<file path="src/rtl/deser4_1.sv">
// Lane demultiplexer: steers serial bits into lanes and assembles a WIDTH-bit word.
// Latency: out_valid rises one edge after the final-lane bit is accepted.
// Backpressure: stalls only on the final lane while the previous word is unconsumed.
module deser4_1 #(
    parameter int WIDTH = 4,
    parameter int SELW  = 2
) (
    input  logic             clk,
    input  logic             reset,
    input  logic             in,
    input  logic             in_valid,
    input  logic             sof,
    output logic             in_ready,
    output logic [SELW-1:0]  sel,
    output logic [WIDTH-1:0] out,
    output logic             out_valid,
    input  logic             out_ready,
    output logic             err
);

    localparam logic [SELW-1:0] LAST_LANE = SELW'(WIDTH - 1);

    logic [SELW-1:0]  sel_q, sel_d;
    logic [WIDTH-2:0] shadow_q, shadow_d;
    logic [WIDTH-1:0] out_q, out_d;
    logic             out_valid_q, out_valid_d;
    logic             err_q, err_d;

    logic accept;
    logic xfer;

    // Only the final lane has to wait for the held word to drain.
    assign in_ready = !(sel_q == LAST_LANE && out_valid_q && !out_ready);
    assign accept   = in_valid && in_ready;
    assign xfer     = out_valid_q && out_ready;

    assign sel       = sel_q;
    assign out       = out_q;
    assign out_valid = out_valid_q;
    assign err       = err_q;

    // Next-state: lane steering, word completion, resync on sof, output handshake.
    always_comb begin
        sel_d       = sel_q;
        shadow_d    = shadow_q;
        out_d       = out_q;
        out_valid_d = out_valid_q;
        err_d       = 1'b0;

        // A consumed word drops valid unless a new word lands in the same cycle.
        if (xfer) begin
            out_valid_d = 1'b0;
        end

        if (accept) begin
            if (sof) begin
                // sof forces lane 0; any partial word in progress is thrown away.
                shadow_d[0] = in;
                sel_d       = SELW'(1);
                err_d       = (sel_q != '0);
            end else if (sel_q == LAST_LANE) begin
                out_d       = {in, shadow_q};
                out_valid_d = 1'b1;
                sel_d       = '0;
            end else begin
                shadow_d[sel_q] = in;
                sel_d           = sel_q + SELW'(1);
            end
        end
    end

    // State registers with synchronous reset; reset drops partial and held words silently.
    always_ff @(posedge clk) begin
        if (reset) begin
            sel_q       <= '0;
            shadow_q    <= '0;
            out_q       <= '0;
            out_valid_q <= 1'b0;
            err_q       <= 1'b0;
        end else begin
            sel_q       <= sel_d;
            shadow_q    <= shadow_d;
            out_q       <= out_d;
            out_valid_q <= out_valid_d;
            err_q       <= err_d;
        end
    end

endmodule
</file>
<file path="config.mk">
export PLATFORM = sky130hd
export DESIGN_NAME = deser4_1
export DESIGN_NICKNAME = d
export VERILOG_FILES = /design/src/rtl/deser4_1.sv
export SDC_FILE = /design/constraint.sdc
export NUM_CORES = 1
export LEC_CHECK = 0
export ABC_AREA = 0
export CORE_AREA = 2 2 39 41
export DETAILED_ROUTE_END_ITERATION = 8
export DIE_AREA = 0 0 41 43
export DONT_BUFFER_PORTS = 1
export RECOVER_POWER = 25
export SKIP_CTS_REPAIR_TIMING = 1
export SLEW_MARGIN = 20
export SYNTH_ARGS = -nofsm -noshare
export SYNTH_HDL_FRONTEND = slang
export SYNTH_SLANG_ARGS = --single-unit
export TNS_END_PERCENT = 10
</file>
<file path="constraint.sdc">
create_clock -name clk -period 1.7 [get_ports clk]
set_input_delay 0.255 -clock clk [delete_from_list [all_inputs] [get_ports clk]]
set_output_delay 0.255 -clock clk [all_outputs]
set_load 0.02 [all_outputs]
</file>
==> results_dict.tcl <==
set metrics [dict create \
    cts_tree "built" \
    dr_wl_met3_um 65 \
    seq_area_frac_synth 0.406 \
    synth_top_area_frac 0.406 \
    start_util 0.392 \
    ys_ff_latch 11 \
    peakVddDrop_uv 567 \
    final.min_clock_period_ns 1.44 \
    io_pins 15 \
    ant_nets 0 \
    final_layout_size_suffix_gt1_frac 0.140 \
    cts_max_level 1 \
    track_usage 0.131 \
    syn_area_um2 542 \
    drt_iter0_markers 2 \
    mostFrequentLayoutCells "dfxtp_1, nand2b_1, mux2i_1" \
    routed.top_layer "met3" \
    critical_path.startpoint_type "register" \
    period_share 0.844 \
    hpwl_um 676 \
    path_max_fanout 6 \
    die_area_um2 1760 \
    fin_ws_ns 0.265 \
    chipWidth_um 41 \
    syn_area_per_cell_um2 10.4 \
    finClkSkew_ns 0.00346 \
    cts_max_path_buffers 2 \
    max_slew_margin 0.806 \
    vias 361 \
    n_antenna_cell 0 \
    port_buffers 0 \
    antenna_found_initial 0 \
    synth_nets 62 \
    maxSlewViolCount 0 \
    finalNonFillerCells 73 \
    place.gp.congestion 0.694 \
    cp.arrival_ns 1.18 \
    design_area_um2 599 \
    p_leak_nw 0.266 \
    route.met2.wl_um 458 \
    firstDrtPassIters 2 \
    final_common_cell "dfxtp_1" \
    fin_tns_setup_ns 0 \
    synth.area.top_cells "dfxtp_1, mux2i_1, nand2b_1" \
    drc_errors 0 \
    via_per_inst 4.95 \
    crit_type "register to output port" \
    cap_violations 0 \
    cp-end-kind "output port" \
    hold_violations 0 \
    pre_cts_ws_ns 0.294 \
    place_inst 69 \
    synth_cell_types 20 \
    cts_root_buffer "clkbuf_4" \
    syn_to_final_growth_pct 10.6 \
    die_h_um 43 \
    power_density_nw_per_um2 819 \
    core_um2 1380 \
    cts.sinks 11 \
    gr-total-overflow 0 \
    clkTransAtPathRegs_ns 0.07 \
    cts_buffers 3 \
    grt_pass1_vias 355 \
    clock_latency_ns 0.27 \
    rsz0062_at_grt "false" \
    wl_per_cell_um 13.4 \
    ys_warn_count 0 \
    cp.required_ns 1.44 \
    wl_um 976 \
    grt_pass1_wl_mm 1.47 \
    yosysTopAreaCell "dfxtp_1" \
    outcome "completed" \
    dpl_cell_area_um2 573 \
    synthCells 52 \
    fin_nets 68 \
    wl_met1_um 452 \
    min_path_type "primary input to register" \
    rows 14 \
    setup_viol 0 \
    worstMarginPinSlew_ns 0.291 \
    fmax_ghz 0.697 \
    grt_max_degree 14 \
]
[registers in the layout, indices dropped and copies added (netlist names)]
signal and flops:
err 1, out 4, out_valid 1, sel 2, shadow_q 3
[metrics by stage]
stage / power [mW] / utilization / hold WS, ns
5_1_grt: 0.515 / 0.433 / 0.0326
3_3_place_gp: 0.317 / 0.414 / 0.328
6_report: 0.491 / 0.433 / 0.0481
2_1_floorplan: 0.310 / - / 0.356
4_1_cts: 0.503 / 0.433 / 0.0357
3_5_place_dp: 0.317 / 0.414 / 0.329
[layout make-up]
cell class              instances  area (µm²)
clock buffers                   4        26.3
inverters                       3        11.3
multi-input cells              37         307
fillers                       146         785
well taps                      16        20.0
repair buffers                  2        15.0
flip-flops and latches         11         220
[per-layer routing]
layer,vias to the layer above,track usage
li1,190,-
met1,157,0.149
met2,14,0.197
met3,0,0.0628
met4,0,0.0600
met5,-,0
[worst max-delay path: stages, from the launching register on]
cell,delay [ns]
dfxtp_1,0.39
ha_1,0.29
nand3b_2,0.23
[where the power goes]
group	internal (mW)	switching, mW	total (mW)	leakage (nW)
clock network	0.0908	0.0895	0.180	0.0150
logic	0.0222	0.0197	0.0419	0.161
registers	0.264	0.00496	0.269	0.0893
[worst paths after layout]
check | from | endpoint | slack, ns | cells after the start
max reg2reg | sel[1] | sel[1] | 0.30 | 4
max | sel[1] | in_ready | 0.26 | 2
min | reset | sel[0] | 0.05 | 1
min reg2reg | shadow_q[1] | shadow_q[1] | 0.49 | 2
[synthesized netlist by cell type]
cell type / instances
mux2i_1: 7
nor4b_1: 1
a32oi_1: 1
a211o_1: 1
ha_1: 4
and3b_1: 2
inv_1: 3
nor2b_1: 1
nand2_1: 1
nand3b_2: 1
nand2b_1: 9
a21oi_1: 2
nor2b_4: 1
nand3_2: 1
clkbuf_1: 1
o41ai_1: 1
or2_1: 1
dfxtp_1: 11
a311oi_1: 1
nor2_1: 2
[cells by family (layout without fill, tap and decap cells)]
kind of cell    count (synthesis)  in the layout  share of synthesized area
compound gates                  6              6                     0.0832
fa+ha+maj                       4              4                     0.0924
buf+inv                         4              9                     0.0277
flops                          11             11                      0.406
mux                             7              7                      0.129
simple gates                   20             20                      0.261
Power figures use the tool's default switching activity.
